### config.mk
export PLATFORM = sky130hd
export DESIGN_NAME = instr_fetch_queue
export DESIGN_NICKNAME = d
export VERILOG_FILES = /design/src/rtl/instr_fetch_queue.sv
export SDC_FILE = /design/constraint.sdc
export NUM_CORES = 1
export LEC_CHECK = 0
export BUFFER_PORTS_ARGS = -buffer_cell sky130_fd_sc_hd__buf_4
export CAP_MARGIN = 20
export CORE_ASPECT_RATIO = 0.75
export CORE_MARGIN = 5
export CORE_UTILIZATION = 51
export DETAILED_ROUTE_END_ITERATION = 10
export GPL_ROUTABILITY_DRIVEN = 0
export PLACE_DENSITY = 0.79
export SLEW_MARGIN = 40
export SYNTH_ARGS = -nofsm -noshare
export SYNTH_HDL_FRONTEND = slang
export SYNTH_SLANG_ARGS = --single-unit
### constraint.sdc
create_clock -name CLK -period 2.55 [get_ports CLK]
set_input_delay 0.1275 -clock CLK [delete_from_list [all_inputs] [get_ports CLK]]
set_output_delay 0.1275 -clock CLK [all_outputs]
set_load 0.05 [all_outputs]
### src/rtl/instr_fetch_queue.sv
// instr_fetch_queue: owns fetch PC, issues imem reads, buffers {instr,pc} in a FIFO for decode; FETCH_STATS_EN adds stat_fetched/stat_flushed
module instr_fetch_queue #(
  parameter int ADDR_WIDTH = 32,
  parameter int DATA_WIDTH = 32,
  parameter int DEPTH = 4,
  parameter logic [ADDR_WIDTH-1:0] RESET_PC = '0
) (
  input  logic                  CLK,
  input  logic                  RST,
  input  logic                  redirect_valid,
  input  logic [ADDR_WIDTH-1:0] redirect_pc,
  output logic                  imem_req,
  output logic [ADDR_WIDTH-1:0] imem_addr,
  input  logic [DATA_WIDTH-1:0] imem_rdata,
  output logic                  instr_valid,
  input  logic                  instr_ready,
  output logic [DATA_WIDTH-1:0] instr_data,
  output logic [ADDR_WIDTH-1:0] instr_pc,
  output logic [ADDR_WIDTH-1:0] fetch_pc
`ifdef FETCH_STATS_EN
  ,
  output logic [31:0]           stat_fetched,
  output logic [31:0]           stat_flushed
`endif
);
  localparam int PW = $clog2(DEPTH);
  localparam int NW = PW + 1;
  localparam int CW = PW + 2;
  logic [DATA_WIDTH-1:0] data_q [DEPTH];
  logic [ADDR_WIDTH-1:0] pc_q [DEPTH];
  logic [PW-1:0] wr_ptr, rd_ptr;
  logic [NW-1:0] count;
  logic [CW-1:0] credits;
  logic inflight, push, pop;
  logic [ADDR_WIDTH-1:0] inflight_pc;
  assign credits = CW'(count) + CW'(inflight);
  assign imem_req = !RST && !redirect_valid && credits < CW'(DEPTH);
  assign imem_addr = fetch_pc;
  assign instr_valid = count != '0;
  assign instr_data = instr_valid ? data_q[rd_ptr] : '0;
  assign instr_pc = instr_valid ? pc_q[rd_ptr] : '0;
  assign push = !RST && !redirect_valid && inflight;
  assign pop = !RST && !redirect_valid && instr_valid && instr_ready;
  always_ff @(posedge CLK) begin
    if (RST) begin
      fetch_pc <= RESET_PC;
      wr_ptr <= '0;
      rd_ptr <= '0;
      count <= '0;
      inflight <= 1'b0;
      inflight_pc <= '0;
    end else if (redirect_valid) begin
      fetch_pc <= redirect_pc & ~ADDR_WIDTH'(3);
      wr_ptr <= '0;
      rd_ptr <= '0;
      count <= '0;
      inflight <= 1'b0;
    end else begin
      fetch_pc <= imem_req ? fetch_pc + ADDR_WIDTH'(4) : fetch_pc;
      inflight <= imem_req;
      inflight_pc <= imem_req ? fetch_pc : inflight_pc;
      wr_ptr <= push ? wr_ptr + 1'b1 : wr_ptr;
      rd_ptr <= pop ? rd_ptr + 1'b1 : rd_ptr;
      count <= count + NW'(push) - NW'(pop);
    end
  end
  always_ff @(posedge CLK) begin
    if (push) begin
      data_q[wr_ptr] <= imem_rdata;
      pc_q[wr_ptr] <= inflight_pc;
    end
  end
`ifdef FETCH_STATS_EN
  always_ff @(posedge CLK) begin
    if (RST) begin
      stat_fetched <= '0;
      stat_flushed <= '0;
    end else begin
      stat_fetched <= stat_fetched + 32'(pop);
      stat_flushed <= stat_flushed + (redirect_valid ? 32'(count) + 32'(inflight) : 32'd0);
    end
  end
`endif
endmodule
==> results of run 1 <==
## repair_timing
item / 4_1_cts / 5_1_grt
hold buffers: 63 / 0
endpoints found under the setup margin: 1 / 2
gates resized for setup: 1 / 2
endpoints found under the hold margin: 158 / 0
## tightest hold or removal path: cells and delay by family
family,cells,cell delay (ps)
compound gates,3,310
buf+inv,1,100
## logic make-up (layout without fill, tap and decap cells)
kind of cell,count (synthesis),in the layout
compound gates,79,79
flops,318,318
mux,64,64
xor+xnor,23,23
simple gates,245,245
other cells,1,6
fa+ha+maj,9,9
buf+inv,89,352
## sequential cells by signal, indices dropped and copies added (netlist names), named ones only
signal,count
wr_ptr,2
count,3
fetch_pc,30
inflight_pc,30
rd_ptr,2
pc_q,120
data_q,128
inflight,1
## report_power, final
group | internal [mW] | total (mW) | switching (mW)
Combinational | 0.318 | 0.848 | 0.529
Clock | 2.82 | 4.65 | 1.83
Sequential | 5.63 | 5.71 | 0.0778
Total | 8.77 | 11.2 | 2.44
## placed cells by master, fill, tap and decap left out, drive strengths merged, types with 3 or more instances in the layout
cell,n
edfxtp,248
buf,225
nand2,81
dfxtp,70
and2,67
dlygate4sd3,63
mux4,62
clkbuf,40
a21oi,35
nor2,32
a211oi,16
xnor2,16
nor3,13
clkinv,11
nand3,9
nand4,9
nor4,9
o21ai,8
ha,8
inv,7
xor2,7
conb,6
and3,6
bufinv,5
nor2b,4
or3,4
and4,3
nor4b,3
a311oi,3
a2111oi,3
## area by class of cell
| class | instances | area, um2 | area share (%) |
|---|---|---|---|
| Sequential cell | 318 | 8860 | 54.2 |
| Multi-Input combinational cell | 426 | 3560 | 21.8 |
| Timing Repair Buffer | 288 | 2420 | 14.8 |
| Clock buffer | 40 | 840 | 5.13 |
| Tap cell | 338 | 423 | 2.59 |
| Clock inverter | 16 | 218 | 1.33 |
| Inverter | 8 | 30.0 | 0.184 |
## stage by stage
step                      util [%]  hold WS (ps)
after detailed placement      58.8           333
final                         65.7          44.8
after global placement        58.8           331
after floorplan                  -           226
after CTS                     65.6          15.7
after global routing          65.7          47.1
## metal layers
layer | vias up | global-route usage [%] | part of all wire (%)
met1 | 3817 | 28.8 | 44
met4 | 0 | 4.99 | 2.2
met5 | - | 0 | 0
met3 | 56 | 4.37 | 8.2
li1 | 3583 | - | -
met2 | 328 | 30.9 | 46
## worst min path at each step
stage                     slack, ps             to  depth (start not counted)       startpoint
after floorplan                 230   data_q[0][0]                          0    imem_rdata[0]
after global placement          330  data_q[1][30]                          1   imem_rdata[30]
after detailed placement        330  data_q[3][21]                          1   imem_rdata[21]
after CTS                        20   fetch_pc[25]                          4  redirect_pc[25]
after global routing             50   fetch_pc[25]                          4  redirect_pc[25]
final                            40   fetch_pc[25]                          4  redirect_pc[25]
==> flow_summary.ini, run 1 <==
[drt]
vias = 7784
drt_wl_total_mm = 28.4
drc = 0
viasPerCell = 5.43
ant_nets = 0
dr.pass1.iters = 5
drt_iter0_markers = 508
wire_per_inst_um = 19.8

[floorplan]
die-width_um = 193
rows = 50
die_area_um2 = 28500
num_io_pins = 198
die_h_um = 147
core-area_um2 = 24900
start_util_pct = 51.6

[synthesis]
synth_edf_count = 248
yosys-top-cells-count = 248 x edfxtp_1, 81 x nand2_1, 70 x dfxtp_1
yosys.area_share.simple_pct = 9.86
netlist.area_leader.share_pct = 58.0
synth_compound_area_share_pct = 3.93
synthAdderAreaFrac_pct = 0.935
post_synth_xor_area_fraction_pct = 1.57
synth_area_leaders = edfxtp_1 58%, dfxtp_1 11%, mux4_2 11%
synth_largest_area_cell = edfxtp_1
yosysMostFrequentCell = edfxtp_1
synth_cell_type_count = 52
synth_warnings = 0
synthesis.area_um2 = 12800
ys_seq_area_share_pct = 68.9
synth_top_family_by_area = multiplexers
postSynthCellCount = 828
synth_seq_cells = 318
async_flop_share_pct = 0
synth_flop_cell = edfxtp_1
synth_mux_area_share_pct = 11.0
avgSynthCellArea_um2 = 15.5

[clocking]
clock_tree.buffer_depth = 3
cts_setup_buffers = 0
htree_levels = 1
cts_buffers = 30
clock_sinks = 318
clock_tree.root_cell = clkbuf_16
cts_tree = yes
clkTransAtPathRegs_ps = 60
worstSkewPairLatency_ps = 540

[critical_path]
reg2reg_depth = 9
startpoint_type = flop
critPathSlowestCell = dfxtp_1
r2r_slack_ps = 210
r2r-end = count[2]
crit_start = count[1]
crit_path_end = imem_req
critPathKind = flop to primary output
required_ps = 2420
r2r-start = count[2]
worst-path-buf-inv = 3
critPathMaxStageDelay_ps = 380
crit_fanout = 14
cpLargestDelayFamily = compound AO/OA/AOI/OAI gates
crit_cells = 7
cp_cell_sequence = ha_1 -> o211a_1 -> o22ai_2 -> nand2_1 -> inv_1 -> buf_4 -> buf_6
end_kind = primary output
worstPathArrival_ps = 2270

[sta]
tightest_slew_ps = 650
fin_setup_tns_ps = 0
finalSetupViolations = 0
clock.fmax_mhz = 417
clock_skew_ps = 12.6
max_slew_margin_pct = 56.7
slew_violations = 0
period_needed_ps = 2400
fin_crit_sh_pct = 94.1
fin_ws_ps = 150
finalHoldViolations = 0
rsz0062_at_grt = false

[placed_design]
io_buffers = 189
dp.final_hpwl_mm = 17.8
placed_area_um2 = 14700
dp_slack_ps = 245
placed_cells = 1315

[cells_and_area]
final_area_um2 = 16400
fill_cells = 1753
layout.nets = 1149
layout-drive-gt1-share_pct = 31.8
final_cells = 1434
syn2layout_area_growth_pct = 27.3
diodes = 0

[power_and_ir_drop]
p_leak_nw = 5.96
power_mw = 11.2
powerDensity_nw_per_um2 = 685
irDropWorstVdd_v = 0.000480

[grt]
grt_pass1_wl_mm = 45.4
antenna_found_initial = 0
grt_pass1_vias = 8149
grt_usage_pct = 19.8
grt_overflow = 0
grt_max_degree = 64

[status]
status = finished, final reports clean

[run]
max_cap_violations = 0

[worst_hold_path]
hp-class = input pin to flop
(Power assumes the default switching activity.)
==> run 2: changes to the inputs <==
--- a/config.mk
+++ b/config.mk
@@ -8,10 +8,12 @@
 export BUFFER_PORTS_ARGS = -buffer_cell sky130_fd_sc_hd__buf_4
 export CAP_MARGIN = 20
+export CELL_PAD_IN_SITES_DETAIL_PLACEMENT = 2
+export CELL_PAD_IN_SITES_GLOBAL_PLACEMENT = 2
 export CORE_ASPECT_RATIO = 0.75
 export CORE_MARGIN = 5
-export CORE_UTILIZATION = 51
+export CORE_UTILIZATION = 36
 export DETAILED_ROUTE_END_ITERATION = 10
 export GPL_ROUTABILITY_DRIVEN = 0
-export PLACE_DENSITY = 0.79
+export PLACE_DENSITY = 0.78
 export SLEW_MARGIN = 40
 export SYNTH_ARGS = -nofsm -noshare
==> constraint.sdc (replaced) <==
create_clock -name CLK -period 2.55 [get_ports CLK]
set_input_delay 0 -clock CLK [delete_from_list [all_inputs] [get_ports CLK]]
set_output_delay 0 -clock CLK [all_outputs]
set_load 0.05 [all_outputs]
==> run 2 against run 1 <==
  * Sequential power about the same
  * Sequential share of layout area shrank 0.57 points
  * Final area is 1.1% higher
  * Highest routed layer unchanged
  * Die area rose by 39%
  * First-iteration DRC count fell by 19%
  * Hold slack better by 30 ps
  * Sequential cell count stayed put
  * Utilization is 18 points lower
  * Clock skew rose by 10 ps
  * Count of clock-buffer cells in the layout is 6 higher
==> flow_summary.ini, run 2 (synthesis gave the netlist of run 1 again) <==
[drt]
drc = 0
drt_iter0_markers = 413
viasPerCell = 5.15
dr.pass1.iters = 5
vias = 8046
ant_nets = 0
drt_wl_total_mm = 36.8
wire_per_inst_um = 23.6

[critical_path]
worst-path-buf-inv = 2
r2r_slack_ps = 90
crit_fanout = 7
end_kind = flop
required_ps = 2950
reg2reg_depth = 9
worstPathArrival_ps = 2860
critPathSlowestCell = or3_2
startpoint_type = flop
r2r-start = count[1]
cpLargestDelayFamily = adder cells
r2r-end = count[2]
cp_cell_sequence = or3_2 -> and3_1 -> ha_1 -> inv_1 -> ha_1 -> inv_1 -> fa_1 -> xnor2_1 -> nor2_1
critPathMaxStageDelay_ps = 470
critPathKind = flop to flop

[grt]
grt_max_degree = 64
grt_usage_pct = 18.6
grt_overflow = 0
antenna_found_initial = 0
grt_pass1_wl_mm = 57.6
grt_pass1_vias = 9204

[worst_hold_path]
hp-class = input pin to flop
hold-path-endpoint = fetch_pc[30]
hp-start = redirect_valid
min_path_cells = 4

[clocking]
worstSkewPairLatency_ps = 530
clkTransAtPathRegs_ps = 60
clock_sinks = 318
clock_tree.buffer_depth = 3
clock_tree.root_cell = clkbuf_16
htree_levels = 2
cts_buffers = 35
cts_tree = yes

[cells_and_area]
regArea_um2 = 8860
final_common_cell = edfxtp_1
layout.nets = 1156
largestRegisters = data_q: 128 flops, pc_q: 120 flops
final_util_pct = 47.3
layout-drive-gt1-share_pct = 31.0
largest_register = data_q
final_area_um2 = 16500
syn2layout_area_growth_pct = 28.7
multi_input_area_um2 = 3550
final_cells = 1562
final_cell_mix = 248 x edfxtp_1, 217 x buf_4, 81 x nand2_1
largest_reg_flops = 128
fill_cells = 3302
diodes = 0

[sta]
period_needed_ps = 2460
slew_violations = 0
max_slew_margin_pct = 56.4
finalHoldViolations = 0
finalSetupViolations = 0
fin_crit_sh_pct = 96.5
fin_ws_ps = 89.2
fin_setup_tns_ps = 0
clock_skew_ps = 22.7
rsz0062_at_grt = true
tightest_slew_ps = 653
clock.fmax_mhz = 406
holdWs_ps = 74.9

[floorplan]
core-area_um2 = 34900
die_h_um = 174
die-width_um = 228
num_io_pins = 198
start_util_pct = 36.8
die_area_um2 = 39600
rows = 59

[run]
max_cap_violations = 0

[placed_design]
dp.final_hpwl_mm = 23.0
placed_area_um2 = 14800
io_buffers = 189
dp_slack_ps = 41.6
placed_cells = 1432

[status]
status = finished, final reports clean

[power_and_ir_drop]
powerDensity_nw_per_um2 = 697
irDropWorstVdd_v = 0.000365
power_mw = 11.5
p_leak_nw = 5.97
run 2: tightest hold or removal path, stage by stage:
cell and delay [ps]:
buf_4 120, buf_4 200, nor2b_1 130, a2111oi_1 90
run 2: what timing repair did:
item                                    CTS  global route
endpoints found under the setup margin    0             3
hold endpoints to repair                160             0
gates resized for setup                   0             1
hold buffers                             67             0
buffers inserted                          0             0
run 2: cell type report:
cell class / count / share of cell area [%]
Sequential cell: 318 / 53.6
Multi-Input combinational cell: 426 / 21.5
Timing Repair Buffer: 290 / 14.6
Clock buffer: 46 / 5.61
Tap cell: 457 / 3.46
Clock inverter: 17 / 1.04
Inverter: 8 / 0.182
run 2: metal layers:
layer  track usage, %  wire length, um  share of wire [%]
met1             24.4            15900                 43
met2             31.8            18400                 50
met3             4.04             1840                5.0
met4             4.28              714                1.9
met5                0                0                  0
run 2: worst max path at each step:
| stage | startpoint | endpoint | slack (ps) | cells past startpoint |
|---|---|---|---|---|
| 2_1_floorplan | fetch_pc[2] | fetch_pc[22] | 10 | 6 |
| 3_3_place_gp | count[2] | count[2] | 270 | 9 |
| 3_5_place_dp | fetch_pc[14] | fetch_pc[26] | 40 | 5 |
| 4_1_cts | fetch_pc[14] | fetch_pc[26] | 3 | 5 |
| 5_1_grt | fetch_pc[17] | fetch_pc[26] | -50 | 5 |
| 6_report | count[1] | count[2] | 90 | 9 |
run 2: where the power goes:
part | leakage (nW) | total, mW | switching, mW | internal (mW)
clock network | 0.535 | 4.92 | 2.04 | 2.89
registers | 2.98 | 5.71 | 0.0803 | 5.63
logic | 2.45 | 0.893 | 0.568 | 0.325
total | 5.97 | 11.5 | 2.68 | 8.84
==> run 3: changes to the inputs <==
--- a/config.mk
+++ b/config.mk
@@ -15,5 +15,5 @@
 export DETAILED_ROUTE_END_ITERATION = 10
 export GPL_ROUTABILITY_DRIVEN = 0
-export PLACE_DENSITY = 0.78
+export PLACE_DENSITY = 0.81
 export SLEW_MARGIN = 40
 export SYNTH_ARGS = -nofsm -noshare
==> constraint.sdc (replaced) <==
create_clock -name CLK -period 2.55 [get_ports CLK]
set_input_delay 0.51 -clock CLK [delete_from_list [all_inputs] [get_ports CLK]]
set_output_delay 0.51 -clock CLK [all_outputs]
set_load 0.05 [all_outputs]
==> run 3 against run 2 <==
  * The flow now finishes with violations (setup timing)
  * Combinational power decreased by 6.5%
  * Final area up 1.7%
  * Utilization increased by 0.78 points
  * First-iteration DRC count rose by 15%
  * Critical path depth decreased by 3
  * Non-clock buffer count fell by 45
  * Sequential share of layout area decreased by 0.86 points
  * Clock power is essentially flat
  * Clock skew down 3.8 ps
  * Count of clock-buffer cells in the layout fell by 4
  * Total power is 0.56% lower
  * Critical endpoint is now instr_data[11]
  * Largest cell class unchanged
==> flow_summary.ini, run 3 (synthesis gave the netlist of run 1 again) <==
[drt]
ant_nets = 0
vias = 7772
dr.pass1.iters = 4
drc = 0
viasPerCell = 5.13
wire_per_inst_um = 24.2
drt_iter0_markers = 474
drt_wl_total_mm = 36.7

[sta]
rsz0062_at_grt = true
fin_ws_ps = -88.2
tightest_slew_ps = 654
period_needed_ps = 2640
fin_setup_tns_ps = -869
finalSetupViolations = 13
clock_skew_ps = 18.9
finalHoldViolations = 0
fin_crit_sh_pct = 103
clock.fmax_mhz = 379
max_slew_margin_pct = 56.4
slew_violations = 0

[cells_and_area]
layout-drive-gt1-share_pct = 40.5
final_util_pct = 48.1
layout.nets = 1110
diodes = 0
largest_register = data_q
largestRegisters = data_q: 128 flops, pc_q: 120 flops
syn2layout_area_growth_pct = 30.9
final_area_um2 = 16800
final_common_cell = edfxtp_1
final_cell_mix = 248 x edfxtp_1, 166 x buf_4, 80 x nand2_1
largest_reg_flops = 128
fill_cells = 3236

[critical_path]
startpoint_type = flop
r2r-start = count[2]
end_kind = primary output
worstPathArrival_ps = 2130
crit_fanout = 6
critPathKind = flop to primary output
required_ps = 2040

[power_and_ir_drop]
combPwrFrac_pct = 7.3
swShare_pct = 22.8
p_leak_nw = 6.04
p_clk_share_pct = 43.0
irDropWorstVdd_v = 0.000335
powerDensity_nw_per_um2 = 682
switching_power_mw = 2.62
p_int_mw = 8.84
power_mw = 11.5
seq_power_share_pct = 49.8

[clocking]
cts_tree = yes
cts_buffers = 34
worstSkewPairLatency_ps = 510
hold_buffers = 0
clock_tree.root_cell = clkbuf_16
clkTransAtPathRegs_ps = 60
clock_tree.buffer_depth = 3
htree_levels = 2
clock_sinks = 318

[floorplan]
num_io_pins = 198
die_area_um2 = 39600
die_h_um = 174
core-area_um2 = 34900
rows = 59
start_util_pct = 36.8
die-width_um = 228

[worst_hold_path]
hp-class = input pin to flop
hp-start = imem_rdata[9]

[run]
max_cap_violations = 0

[grt]
grt_pass1_wl_mm = 56.4
grt_usage_pct = 18.4
grt_pass1_vias = 8914
grt_overflow = 0
antenna_found_initial = 0
grt_max_degree = 63

[status]
status = finished with violations
violations = setup timing

[placed_design]
placed_area_um2 = 14900
dp.final_hpwl_mm = 23.7
io_buffers = 189
[run 3: cell count changes in the layout (fill, tap and decap cells not counted), sizes merged]
| cell | delta |
|---|---|
| clkinvlp | +3 |
| buf | +22 |
| clkbuf | -4 |
| clkinv | +1 |
| dlygate4sd3 | -67 |
| bufinv | +1 |
| inv | -3 |
[run 3: through the flow]
step,hold slack [ps],setup WS (ps),instances
finish,202,-88.2,1515
global route,175,-150,1515
CTS,170,-121,1517
detailed placement,502,100,1443
global placement,480,171,1443
floorplan,460,14.3,833
[run 3: worst max-delay path, cell delays in order, from the launching register on]
cell and delay (ps):
dfxtp_4 380, buf_12 140, buf_12 130, buf_16 140, mux4_2 510, and2_4 160
buf_8 140
[run 3: layer usage]
layer	vias up	global-route usage (%)	wire length [um]
met5	-	0	0
met4	0	3.25	404
met3	28	3.77	1830
met2	202	30.3	17900
met1	4036	25.8	16500
li1	3506	-	-
[run 3: final timing paths]
path,end,slack [ps],cells past startpoint
max,instr_data[11],-90,6
min reg2reg,inflight_pc[29],510,2
min,data_q[2][9],200,1
max reg2reg,count[2],140,9
[run 3: timing repair]
action                     4_1_cts  5_1_grt
cloned                           6        0
setup endpoints to repair       63       60
buffers inserted                 8        1
pin swaps                        9       25
resized for setup              144       37
[run 3: power by group through the flow]
| stage | clock network, mW | logic [mW] | registers [mW] |
|---|---|---|---|
| 4_1_cts | 5.06 | 0.838 | 5.70 |
| 3_3_place_gp | 0 | 0.794 | 5.80 |
| 3_5_place_dp | 0 | 0.812 | 5.82 |
| 5_1_grt | 5.31 | 0.886 | 5.71 |
| 2_1_floorplan | 0 | 0.387 | 5.92 |
| 6_report | 4.92 | 0.835 | 5.70 |
[run 3: layout make-up]
type                    instances  area (um2)  share of cell area (%)
clock inverters                19         199                    1.18
flip-flops and latches        318        8860                    52.7
clock buffers                  42         902                    5.37
inverters                       8        30.0                   0.179
repair buffers                245        2530                    15.1
multi-input cells             426        3710                    22.1
well taps                     457         572                    3.40
